File: src/rtl/cla_share_arb_pkg.sv
// Shared types and helpers for the cla_share_arb adder-sharing block.
// Contents: lock-state encoding, requester count, legal-width check.
package cla_share_arb_pkg;

   localparam int unsigned NUM_REQ = 2;

   // Adder ownership state: free for round-robin, or locked to one requester.
   typedef enum logic [1:0] {
      UNLOCKED = 2'd0,
      LOCK0    = 2'd1,
      LOCK1    = 2'd2
   } lock_state_e;

   // The shared adder is only built for these widths.
   function automatic bit width_legal(input int unsigned w);
      return (w == 32) || (w == 64) || (w == 128);
   endfunction

endpackage

File: src/rtl/cla_share_arb_if.sv
// Request/response bundle between the two requesters and cla_share_arb.
// Request side : req_valid/req_ready handshake, operands req_a/req_b packed
//                per requester at [i*WIDTH +: WIDTH], req_ci, req_sub, req_chain.
// Response side: one-hot resp_valid, per-requester resp_ready, resp_sum, resp_co.
// master = requesters, slave = arbiter.
interface cla_share_arb_if
   import cla_share_arb_pkg::*;
#(
   parameter int unsigned WIDTH = 64
);

   logic [NUM_REQ-1:0]       req_valid;
   logic [NUM_REQ-1:0]       req_ready;
   logic [NUM_REQ*WIDTH-1:0] req_a;
   logic [NUM_REQ*WIDTH-1:0] req_b;
   logic [NUM_REQ-1:0]       req_ci;
   logic [NUM_REQ-1:0]       req_sub;
   logic [NUM_REQ-1:0]       req_chain;
   logic [NUM_REQ-1:0]       resp_valid;
   logic [NUM_REQ-1:0]       resp_ready;
   logic [WIDTH-1:0]         resp_sum;
   logic                     resp_co;

   modport master (
      output req_valid, req_a, req_b, req_ci, req_sub, req_chain, resp_ready,
      input  req_ready, resp_valid, resp_sum, resp_co
   );

   modport slave (
      input  req_valid, req_a, req_b, req_ci, req_sub, req_chain, resp_ready,
      output req_ready, resp_valid, resp_sum, resp_co
   );

endinterface

File: src/rtl/CLA.sv
// Carry-lookahead adder: 4-bit lookahead groups, group carries chained.
// Ports: a, b operands, ci carry-in, s sum, co carry-out.
module CLA #(
   parameter int unsigned WIDTH = 64
) (
   input  logic [WIDTH-1:0] a,
   input  logic [WIDTH-1:0] b,
   input  logic             ci,
   output logic [WIDTH-1:0] s,
   output logic             co
);

   localparam int unsigned BLK  = 4;
   localparam int unsigned NBLK = WIDTH / BLK;

   // Whole adder as one function so the carry chain lives in locals only.
   function automatic logic [WIDTH:0] cla_add(input logic [WIDTH-1:0] x,
                                              input logic [WIDTH-1:0] y,
                                              input logic             cin);
      logic [WIDTH-1:0] g;
      logic [WIDTH-1:0] p;
      logic [WIDTH-1:0] sum;
      logic [BLK-1:0]   gg;
      logic [BLK-1:0]   pp;
      logic [BLK:0]     bc;
      logic             blk_g;
      logic             blk_p;
      logic             c;
      g   = x & y;
      p   = x ^ y;
      sum = '0;
      c   = cin;
      for (int unsigned k = 0; k < NBLK; k++) begin
         gg    = g[k*BLK +: BLK];
         pp    = p[k*BLK +: BLK];
         blk_g = gg[3] | (pp[3] & gg[2]) | (pp[3] & pp[2] & gg[1])
               | (pp[3] & pp[2] & pp[1] & gg[0]);
         blk_p = &pp;
         bc[0] = c;
         bc[1] = gg[0] | (pp[0] & c);
         bc[2] = gg[1] | (pp[1] & gg[0]) | (pp[1] & pp[0] & c);
         bc[3] = gg[2] | (pp[2] & gg[1]) | (pp[2] & pp[1] & gg[0])
               | (pp[2] & pp[1] & pp[0] & c);
         bc[4] = blk_g | (blk_p & c);
         sum[k*BLK +: BLK] = pp ^ bc[BLK-1:0];
         c = bc[4];
      end
      return {c, sum};
   endfunction

   assign {co, s} = cla_add(a, b, ci);

endmodule

File: src/rtl/rr_arb2.sv
// Combinational two-way round-robin arbiter with lock override.
// Ports: req[1:0] requests, last = index granted most recently,
//        lock_en/lock_id force the grant to one requester, grant[1:0] one-hot.
module rr_arb2 (
   input  logic [1:0] req,
   input  logic       last,
   input  logic       lock_en,
   input  logic       lock_id,
   output logic [1:0] grant
);

   // While locked the other requester is never granted, even if idle owner.
   always_comb begin
      grant = 2'b00;
      if (lock_en) begin
         grant[lock_id] = req[lock_id];
      end else begin
         case (req)
            2'b01:   grant = 2'b01;
            2'b10:   grant = 2'b10;
            2'b11:   grant = last ? 2'b01 : 2'b10;
            default: grant = 2'b00;
         endcase
      end
   end

endmodule

File: src/rtl/cla_share_arb.sv
// Arbiter/sequencer sharing one CLA between two requesters: round-robin
// grant, subtraction, carry-chained locked sequences, and a one-entry
// registered result stage with per-requester backpressure.
// Ports: clk, rst_n (async, active-low), bus (cla_share_arb_if.slave).
module cla_share_arb
   import cla_share_arb_pkg::*;
#(
   parameter int unsigned WIDTH = 64
) (
   input  logic           clk,
   input  logic           rst_n,
   cla_share_arb_if.slave bus
);

   if (!width_legal(WIDTH)) begin : g_width_chk
      $error("cla_share_arb: WIDTH must be 32, 64 or 128");
   end

   lock_state_e      state_q;
   lock_state_e      state_d;
   logic             carry_q;
   logic             last_q;
   logic [1:0]       resp_valid_q;
   logic [WIDTH-1:0] sum_q;
   logic             co_q;

   logic [1:0]       grant;
   logic             lock_en;
   logic             lock_id;
   logic             out_valid;
   logic             owner;
   logic             drain;
   logic             slot_free;
   logic             accept;
   logic             sel;
   logic [WIDTH-1:0] op_a;
   logic [WIDTH-1:0] op_b;
   logic [WIDTH-1:0] op_b_eff;
   logic             op_ci;
   logic             op_sub;
   logic             op_chain;
   logic             ci_eff;
   logic [WIDTH-1:0] sum;
   logic             co;

   assign lock_en = (state_q != UNLOCKED);
   assign lock_id = (state_q == LOCK1);

   rr_arb2 u_arb (
      .req     (bus.req_valid),
      .last    (last_q),
      .lock_en (lock_en),
      .lock_id (lock_id),
      .grant   (grant)
   );

   // Result slot can take a new beat when empty or being drained this cycle.
   assign out_valid     = |resp_valid_q;
   assign owner         = resp_valid_q[1];
   assign drain         = out_valid & bus.resp_ready[owner];
   assign slot_free     = ~out_valid | drain;
   assign bus.req_ready = {2{rst_n}} & grant & {2{slot_free}};
   assign accept        = |(bus.req_valid & bus.req_ready);
   assign sel           = grant[1];

   // Operand select from the granted requester.
   assign op_a     = sel ? bus.req_a[WIDTH +: WIDTH] : bus.req_a[0 +: WIDTH];
   assign op_b     = sel ? bus.req_b[WIDTH +: WIDTH] : bus.req_b[0 +: WIDTH];
   assign op_ci    = bus.req_ci[sel];
   assign op_sub   = bus.req_sub[sel];
   assign op_chain = bus.req_chain[sel];

   // Continuation beats take the stored carry; ci and the sub-forced 1 are ignored.
   assign op_b_eff = op_sub ? ~op_b : op_b;
   assign ci_eff   = lock_en ? carry_q : (op_sub | op_ci);

   CLA #(.WIDTH(WIDTH)) u_cla (
      .a  (op_a),
      .b  (op_b_eff),
      .ci (ci_eff),
      .s  (sum),
      .co (co)
   );

   // Lock state register.
   always_ff @(posedge clk or negedge rst_n) begin
      if (!rst_n) state_q <= UNLOCKED;
      else        state_q <= state_d;
   end

   // Lock next state: chain=1 locks to the granted requester, chain=0 releases.
   always_comb begin
      state_d = state_q;
      if (accept) begin
         if (op_chain) state_d = sel ? LOCK1 : LOCK0;
         else          state_d = UNLOCKED;
      end
   end

   // Carry, round-robin history and the one-entry result stage.
   always_ff @(posedge clk or negedge rst_n) begin
      if (!rst_n) begin
         carry_q      <= 1'b0;
         last_q       <= 1'b1;
         resp_valid_q <= 2'b00;
         sum_q        <= '0;
         co_q         <= 1'b0;
      end else if (accept) begin
         carry_q      <= co;
         last_q       <= sel;
         resp_valid_q <= sel ? 2'b10 : 2'b01;
         sum_q        <= sum;
         co_q         <= co;
      end else if (drain) begin
         resp_valid_q <= 2'b00;
      end
   end

   assign bus.resp_valid = resp_valid_q;
   assign bus.resp_sum   = sum_q;
   assign bus.resp_co    = co_q;

endmodule

File: src/flat_wrapper.sv
// flat-port wrapper written by rule: the top's interface ports become plain ports
module cla_share_arb_flat import cla_share_arb_pkg::*;
#(
   parameter int unsigned WIDTH = 64
)
  (clk, rst_n, bus_req_valid, bus_req_a, bus_req_b, bus_req_ci, bus_req_sub, bus_req_chain, bus_resp_ready, bus_req_ready, bus_resp_valid, bus_resp_sum, bus_resp_co);
  cla_share_arb_if #(.WIDTH(WIDTH)) bus_i ();
  input  logic clk;
  input  logic rst_n;
  input wire logic [$bits(bus_i.req_valid)-1:0] bus_req_valid;
  input wire logic [$bits(bus_i.req_a)-1:0] bus_req_a;
  input wire logic [$bits(bus_i.req_b)-1:0] bus_req_b;
  input wire logic [$bits(bus_i.req_ci)-1:0] bus_req_ci;
  input wire logic [$bits(bus_i.req_sub)-1:0] bus_req_sub;
  input wire logic [$bits(bus_i.req_chain)-1:0] bus_req_chain;
  input wire logic [$bits(bus_i.resp_ready)-1:0] bus_resp_ready;
  output wire logic [$bits(bus_i.req_ready)-1:0] bus_req_ready;
  output wire logic [$bits(bus_i.resp_valid)-1:0] bus_resp_valid;
  output wire logic [$bits(bus_i.resp_sum)-1:0] bus_resp_sum;
  output wire logic [$bits(bus_i.resp_co)-1:0] bus_resp_co;
  assign bus_i.req_valid = bus_req_valid;
  assign bus_i.req_a = bus_req_a;
  assign bus_i.req_b = bus_req_b;
  assign bus_i.req_ci = bus_req_ci;
  assign bus_i.req_sub = bus_req_sub;
  assign bus_i.req_chain = bus_req_chain;
  assign bus_i.resp_ready = bus_resp_ready;
  assign bus_req_ready = bus_i.req_ready;
  assign bus_resp_valid = bus_i.resp_valid;
  assign bus_resp_sum = bus_i.resp_sum;
  assign bus_resp_co = bus_i.resp_co;
  cla_share_arb #(.WIDTH(WIDTH)) u_core (.clk(clk), .rst_n(rst_n), .bus(bus_i));
endmodule
File: config.mk
export PLATFORM = sky130hd
export DESIGN_NAME = cla_share_arb_flat
export DESIGN_NICKNAME = d
export VERILOG_FILES = /design/src/rtl/cla_share_arb_pkg.sv /design/src/rtl/cla_share_arb_if.sv /design/src/rtl/CLA.sv /design/src/rtl/rr_arb2.sv /design/src/rtl/cla_share_arb.sv /design/src/flat_wrapper.sv
export SDC_FILE = /design/constraint.sdc
export NUM_CORES = 1
export LEC_CHECK = 0
export ABC_AREA = 1
export CAP_MARGIN = 20
export CORE_MARGIN = 8
export CORE_UTILIZATION = 43
export CTS_BUF_LIST = sky130_fd_sc_hd__clkbuf_4
export CTS_CLUSTER_SIZE = 8
export DETAILED_ROUTE_END_ITERATION = 8
export PLACE_DENSITY = 0.83
export REMOVE_ABC_BUFFERS = 1
export SLEW_MARGIN = 20
export SYNTH_ARGS = -nofsm -noshare
export SYNTH_HDL_FRONTEND = slang
export SYNTH_SLANG_ARGS = --single-unit
File: constraint.sdc
create_clock -name clk -period 6.2 [get_ports clk]
set_input_delay 1.86 -clock clk [delete_from_list [all_inputs] [get_ports clk]]
set_output_delay 1.86 -clock clk [all_outputs]
set_load 0.1 [all_outputs]
* After elaboration in Yosys (flattened, before gate mapping)
Index checks and enable logic that the tools add are counted.
** Storage, ports and cells
- Output and inout port bits :: 69
- Register bits :: 70
- Logic and storage cells :: 484
- Input port bits :: 268
** Cells by class
- Equal/unequal tests :: 4
- Reductions and logical operators :: 21
- Bitwise operators :: 427
- Magnitude comparators :: 4
- Muxes and demuxes :: 23
** Operator list (count)
- bitwise AND 1 bit :: 241
- 2-to-1 mux 64 bit :: 3
- bitwise OR 1 bit :: 162
- bitwise AND 64 bit :: 1
- inverter 64 bit :: 1
- AND reduction 4 bit :: 16
- bitwise XOR 4 bit :: 16
- bitwise XOR 64 bit :: 1
- 2-to-1 mux 1 bit :: 12
- 2-to-1 mux 2 bit :: 6
- bitwise AND 2 bit :: 4
- == test 2 bit (second input constant) :: 3
- less-than comparator 1 x 2 -> 1 bit (second input constant) :: 3
- case mux 2 bit (3 select lines) :: 1
- nonzero test 2 bit :: 2
- OR reduction 2 bit :: 2
- == test 2 x 1 -> 1 bit (second input constant) :: 1
- demux 1 bit (select 1 bit) :: 1
- greater-or-equal comparator 1 bit (second input constant) :: 1
- logical AND 1 bit :: 1
- inverter 1 bit :: 1

* Logic depth before layout (Yosys ltp)
- Depth in word-level cells :: 47
- Gate-level depth with buffers :: 46
- Gate-level depth less buffers :: 44

* Cells and area by module
A second synthesis with hierarchy kept.
** Unflattened totals
- Cells, all modules :: 1033
- Area, all modules :: 7617.3 µm²
** By module, submodules not included
- cla_share_arb :: area each 4884.7 µm², sequential area each 1752.9 µm², cells each 674, instances 1
- CLA :: area each 2677.6 µm², sequential area each 0.0 µm², cells each 345, instances 1
- rr_arb2 :: area each 55.1 µm², sequential area each 0.0 µm², cells each 14, instances 1

* Worst setup path after synthesis
No wires, ideal clock.
- Path type :: input-to-reg
- Start :: input bus_req_valid[0]
- End :: register u_core.sum_q[60], in the netlist u_core.bus.resp_sum[60]
- Cell stages on the path :: 42
- Library setup time :: 0.083 ns
- Required time :: 6.117 ns
- Buffers on the path :: 2
- Arrival time :: 6.109 ns
- Slack :: 0.008 ns
- Cell sequence :: nand3_1 nand2_2 clkbuf_1 clkbuf_1 mux2i_1 xor2_1 ha_1 a21oi_1 nand2_1 a41oi_1 nand2_1 nand2_1 nand2_1 nand2_1 nand2_1 nand2_1 nand2_1 nand2_1 (+6 left out) nand2_1 nand2_1 nand2_1 nand2_1 nand2_1 nand2_1 nand2_1 nand2_1 nand2_1 nand2_1 nand2_1 nand2_1 nand2_1 nand2_1 nand2_2 inv_1 fa_1 o21ai_0
** Between the ends
- Longest elaborated chain between the ends :: 42
- Elaborated cells between the ends (all ways) :: 190
- Classes of those cells :: eq/ne: 3; mux: 12; bitwise: 159; reduce/logical: 16
** Ends and longest elaborated chain
- from (decl) :: RTL line flat_wrapper.sv:10 : input wire logic [$bits(bus_i.req_valid)-1:0] bus_req_valid;
- 2-to-1 mux 1 bit (implied by the code) (2 in a row) :: RTL line rr_arb2.sv:16 : grant[lock_id] = req[lock_id];
- bitwise AND 2 bit (no line)
- 2-to-1 mux 2 bit :: RTL line rr_arb2.sv:15 : if (lock_en) begin
- 2-to-1 mux 1 bit (implied by the code) or 2-to-1 mux 64 bit (tied branches) :: RTL line cla_share_arb.sv:70, cla_share_arb.sv:68
- 2-to-1 mux 1 bit (implied by the code) or inverter 64 bit (tied branches) :: RTL line cla_share_arb.sv:70, cla_share_arb.sv:74
- 2-to-1 mux 64 bit :: RTL line cla_share_arb.sv:74 : assign op_b_eff = op_sub ? ~op_b : op_b;
- bitwise XOR 64 bit or bitwise AND 64 bit (tied branches) :: RTL line CLA.sv:30, CLA.sv:29
- bitwise AND 1 bit, on equally long branches :: RTL line CLA.sv:36, CLA.sv:37
- (+25 left out)
- bitwise OR 1 bit :: RTL line CLA.sv:44 : bc[4] = blk_g | (blk_p & c);
- bitwise AND 1 bit :: RTL line CLA.sv:44
- bitwise OR 1 bit :: RTL line CLA.sv:44
- bitwise AND 1 bit :: RTL line CLA.sv:44
- bitwise OR 1 bit :: RTL line CLA.sv:44
- bitwise AND 1 bit :: RTL line CLA.sv:44
- bitwise OR 1 bit :: RTL line CLA.sv:44
- bitwise XOR 4 bit :: RTL line CLA.sv:45 : sum[k*BLK +: BLK] = pp ^ bc[BLK-1:0];
- to (signal assigned) :: RTL line cla_share_arb.sv:112 : sum_q <= sum;
- to (decl) :: RTL line cla_share_arb.sv:24 : logic [WIDTH-1:0] sum_q;
Parallel ways exist; a longest one is shown, timed or not. The select of a mux whose other input is x is not followed.
A chain may end at the register's enable or synchronous reset.

* Worst setup path after layout
- Start :: input bus_req_sub[1]
- End :: register u_core.sum_q[60], in the netlist u_core.bus.resp_sum[60]
** Between the ends
- Longest elaborated chain between the ends :: 38
- Elaborated cells between the ends (all ways) :: 173
- Classes of those cells :: mux: 4; bitwise: 154; reduce/logical: 15
** Ends and longest elaborated chain
- from (decl) :: RTL line flat_wrapper.sv:14 : input wire logic [$bits(bus_i.req_sub)-1:0] bus_req_sub;
- 2-to-1 mux 1 bit (implied by the code) (*) (2 in a row) :: RTL line cla_share_arb.sv:70 : assign op_sub = bus.req_sub[sel];
- 2-to-1 mux 64 bit :: RTL line cla_share_arb.sv:74
- bitwise XOR 64 bit or bitwise AND 64 bit (tied branches) :: RTL line CLA.sv:30, CLA.sv:29
- bitwise AND 1 bit, on equally long branches :: RTL line CLA.sv:36, CLA.sv:37
- bitwise OR 1 bit (tied with other cells) :: RTL line CLA.sv:36 : blk_g = gg[3] | (pp[3] & gg[2]) | (pp[3] & pp[2] & gg[1])
- bitwise OR 1 bit or bitwise AND 1 bit (tied branches) :: RTL line CLA.sv:36, CLA.sv:37
- bitwise OR 1 bit :: RTL line CLA.sv:37 : | (pp[3] & pp[2] & pp[1] & gg[0]);
- bitwise OR 1 bit :: RTL line CLA.sv:44
- (+21 left out)
- bitwise OR 1 bit :: RTL line CLA.sv:44
- bitwise AND 1 bit :: RTL line CLA.sv:44
- bitwise OR 1 bit :: RTL line CLA.sv:44
- bitwise AND 1 bit :: RTL line CLA.sv:44
- bitwise OR 1 bit :: RTL line CLA.sv:44
- bitwise AND 1 bit :: RTL line CLA.sv:44
- bitwise OR 1 bit :: RTL line CLA.sv:44
- bitwise XOR 4 bit (*) :: RTL line CLA.sv:45
Every way passes the cells marked *; elsewhere a longest branch is shown, timed or not. The select of a mux whose other input is x is not followed.

==> metrics.md <==
| Metric | Value |
|---|---|
| I/O pins | `337` |
| Main synth FF type | `dfrtp_1` |
| Antenna violations before repair | `1` |
| Die Y | `145 um` |
| Pint | `2860 uW` |
| # nets final | `1707` |
| Area Overhead vs Synth | `63.6%` |
| Routed WL | `26.2 mm` |
| Clock root buffer | `clkbuf_4` |
| Worst Setup SP | `bus_req_sub[1]` |
| Htree depth | `3` |
| Avg Cell Area, Syn | `7.42 um^2` |
| Largest area contributor in the netlist | `dfrtp_1` |
| Worst EP required | `6570 ps` |
| Met1 usage | `25.3%` |
| R2r setup slk | `1500 ps` |
| Post-route cell area | `0.0118 mm^2` |
| Min Tclk post-route | `5830 ps` |
| Clk_lat worst skew | `430 ps` |
| Clk slew on worst S/H paths | `120 ps` |
| Post-synth cell types | `33` |
| Clk pwr share | `4.4%` |
| Synth Register Bits | `70` |
| 1st-pass router iterations | `4` |
| Placed cell count | `1553` |
| Count leader, synth | `nand2_1` |
| Simple-gate portion of the synthesized area | `20.9%` |
| Initial DRC Count | `333` |
| Sw Pwr | `3950 uW` |
| Largest net degree at the start of global routing | `125` |
| Non-Filler Instances | `1585` |
| Worst r2r path cells | `39` |
| Via count | `7791` |
| Multiplexer share of the synthesized area | `8.91%` |
| Cells after Synth | `969` |
| Hold WC Path Type | `flip-flop to flip-flop` |
| RSZ-0062 raised after global routing | `no` |
| Final Hold Fails | `0` |
| Fill cell count | `1289` |
| Crit path DAT | `6200 ps` |
| Asr flop ratio synth | `100%` |
| Compound-Gate Fraction of Synth Area | `10.9%` |
| Area contributors post-synth | `dfrtp_1 24%, nand2_1 16%, ha_1 11%, xor2_1 11%, mux2i_1 8.9%` |
| Peak VDD IR | `334 uV` |
| M3 GR Usage | `6.62%` |
| Number of max-cap violations | `0` |
| Vias per Instance | `4.92` |
| Top cells by count, synth | `304 x nand2_1, 90 x o21ai_0, 90 x xor2_1` |
| Syn. warnings | `0` |
| Synth top area share | `24.0%` |
| Total CTS buffers | `9` |
| GR Layer Usage met2 | `42.0%` |
| Number of port buffers | `336` |
| ANT nets after route | `0` |
| Remaining DRCs | `0` |
| Max Clock Skew | `19.6 ps` |
| Number of synthesized flops with an enable pin | `0` |
| Top cell by count, worst path | `nand2_2` |
| Adder-cell area share of the yosys netlist | `15.6%` |
| Post-synthesis sequential area ratio | `24.4%` |
| Core area | `0.0165 mm^2` |
| Fin crit share | `94.1%` |
| LEAKAGE | `0.00587 uW` |
| Worst Hold Launch | `u_core.bus.resp_sum[59]` |
| RR Endpoint | `u_core.bus.resp_sum[60]` |
| Hold Crit Depth | `2` |
| Die width | `145 um` |
| Kind of critical path | `input port to flip-flop` |
| Hpwl dp | `21.0 mm` |
| Logic gate share of total power | `83.5%` |
| Worst-margin pin slew | `1070 ps` |
| Setup violations, final | `0` |
| Routed len/inst | `16.5 um` |
| CTS tree | `built` |
| Hold Path End | `u_core.bus.resp_sum[59]` |
| Initial Util | `43.7%` |
| Power density cells | `579 mW/mm^2` |
| Crit start category | `input port` |
| CP max stage delay | `450 ps` |
| Reg power frac | `12.0%` |
| F_max | `0.171 GHz` |
| RD Place Congestion | `0.923` |
| Layout cells sized above 1 | `12.0%` |
| CTS Buffer Depth | `2` |
| Worst path slowest cell | `clkdlybuf4s50_1` |
| Row count | `47` |
| All-Layer GR Usage | `23.3%` |
| Fin. max-slew vios | `0` |
| # hold bufs at CTS | `0` |
| Largest family of logic cells by synthesized area | `simple AND/OR/NAND/NOR gates` |
| Crit Path Max Fanout | `8` |
| Placed cell area | `0.0113 mm^2` |
| Synthesized area | `0.00719 mm^2` |
| RR Startpoint | `u_core.last_q` |
| First-pass GRT wire length | `40.0 mm` |
| CP endpoint kind | `flip-flop` |
| Outcome | `finished, final reports clean` |
| Slew HR | `28.4%` |
| Overflow after GRT | `0` |
| Xor and xnor area share after synthesis | `12.8%` |
| Vias in the first global route | `8000` |
| Clock sink count | `70` |
| Grt peak-use layer | `met2` |
| Die ar. | `0.0211 mm^2` |
| Sw Share | `58.0%` |
[worst max path at each step]
stage                     slack [ps]  depth (start not counted)                      end
after floorplan                -3790                          7  u_core.bus.resp_sum[55]
after detailed placement        -510                         42  u_core.bus.resp_sum[60]
final                            370                         39  u_core.bus.resp_sum[60]
after CTS                         20                         42  u_core.bus.resp_sum[60]
after global routing              80                         39  u_core.bus.resp_sum[60]
after global placement          -280                         38  u_core.bus.resp_sum[60]
[timing repair]
item	CTS	global route
pin swaps	2	15
gates resized for setup	1	47
buffers inserted	5	8
gates cloned	1	1
setup endpoints to repair	2	16
[through the flow]
stage	utilization, %	setup slack (ps)	hold WS, ps	TNS (ps)	total power, uW
6_report	71.4	366	493	0	6810
5_1_grt	71.4	81.2	515	0	7350
4_1_cts	69.8	20.3	495	0	6650
3_5_place_dp	68.7	-508	465	-4950	6300
3_3_place_gp	68.7	-277	462	-1380	6160
2_1_floorplan	-	-3790	484	-197630	4700
[state kept, by name (all words and copies together), names as in the netlist]
signal and cells:
u_core.bus.resp_sum 64, u_core.carry_q 1, u_core.last_q 1, u_core.bus.resp_valid 2, u_core.state_q 2
[power groups by stage]
stage | clock network (uW) | registers (uW) | logic (uW)
final | 302 | 820 | 5690
after global routing | 331 | 844 | 6180
after detailed placement | 0 | 824 | 5470
after CTS | 312 | 818 | 5520
after floorplan | 0 | 2330 | 2370
after global placement | 0 | 813 | 5340
[critical path, delay by kind of cell]
family	cells	cell delay (ps)
xor gates and xnor gates	1	170
AOI/OAI and AO/OA	2	340
adders and majority gates	2	770
buffers and inverters	5	970
and+or+nand+nor	29	2090
[layer usage]
metal | wire [um] | share of wire (%)
met4 | 886 | 3.4
met1 | 10100 | 38
met3 | 1860 | 7.1
met2 | 13400 | 51
met5 | 0 | 0
[cells in the final DEF, fill, tap and decap left out, types with 28 or more instances in the layout]
cell,synthesis,layout
a21oi_1,51,45
buf_4,0,70
clkdlybuf4s50_1,0,331
dfrtp_1,69,69
ha_1,64,63
inv_1,82,79
mux2i_1,64,63
nand2_1,304,289
nor2_1,30,28
o21ai_0,90,87
xor2_1,90,86
[logic make-up after synthesis]
logic type,after synthesis
AND/OR/NAND/NOR,374
AO/OA/AOI/OAI,152
flip-flops,70
adder cells (fa/ha/maj),80
XOR/XNOR,105
buffers and inverters,124
multiplexers,64
[area by class of cell]
cell class / count / area [um^2] / area share, %
Inverter: 85 / 319 / 2.71
Clock inverter: 3 / 37.5 / 0.319
Timing Repair Buffer: 416 / 4100 / 34.8
Multi-Input combinational cell: 777 / 5180 / 44.0
Tap cell: 220 / 275 / 2.34
Sequential cell: 70 / 1750 / 14.9
Antenna cell: 1 / 2.50 / 0.0213
Clock buffer: 13 / 97.6 / 0.830
No activity file was read; power rests on OpenSTA's default activity.
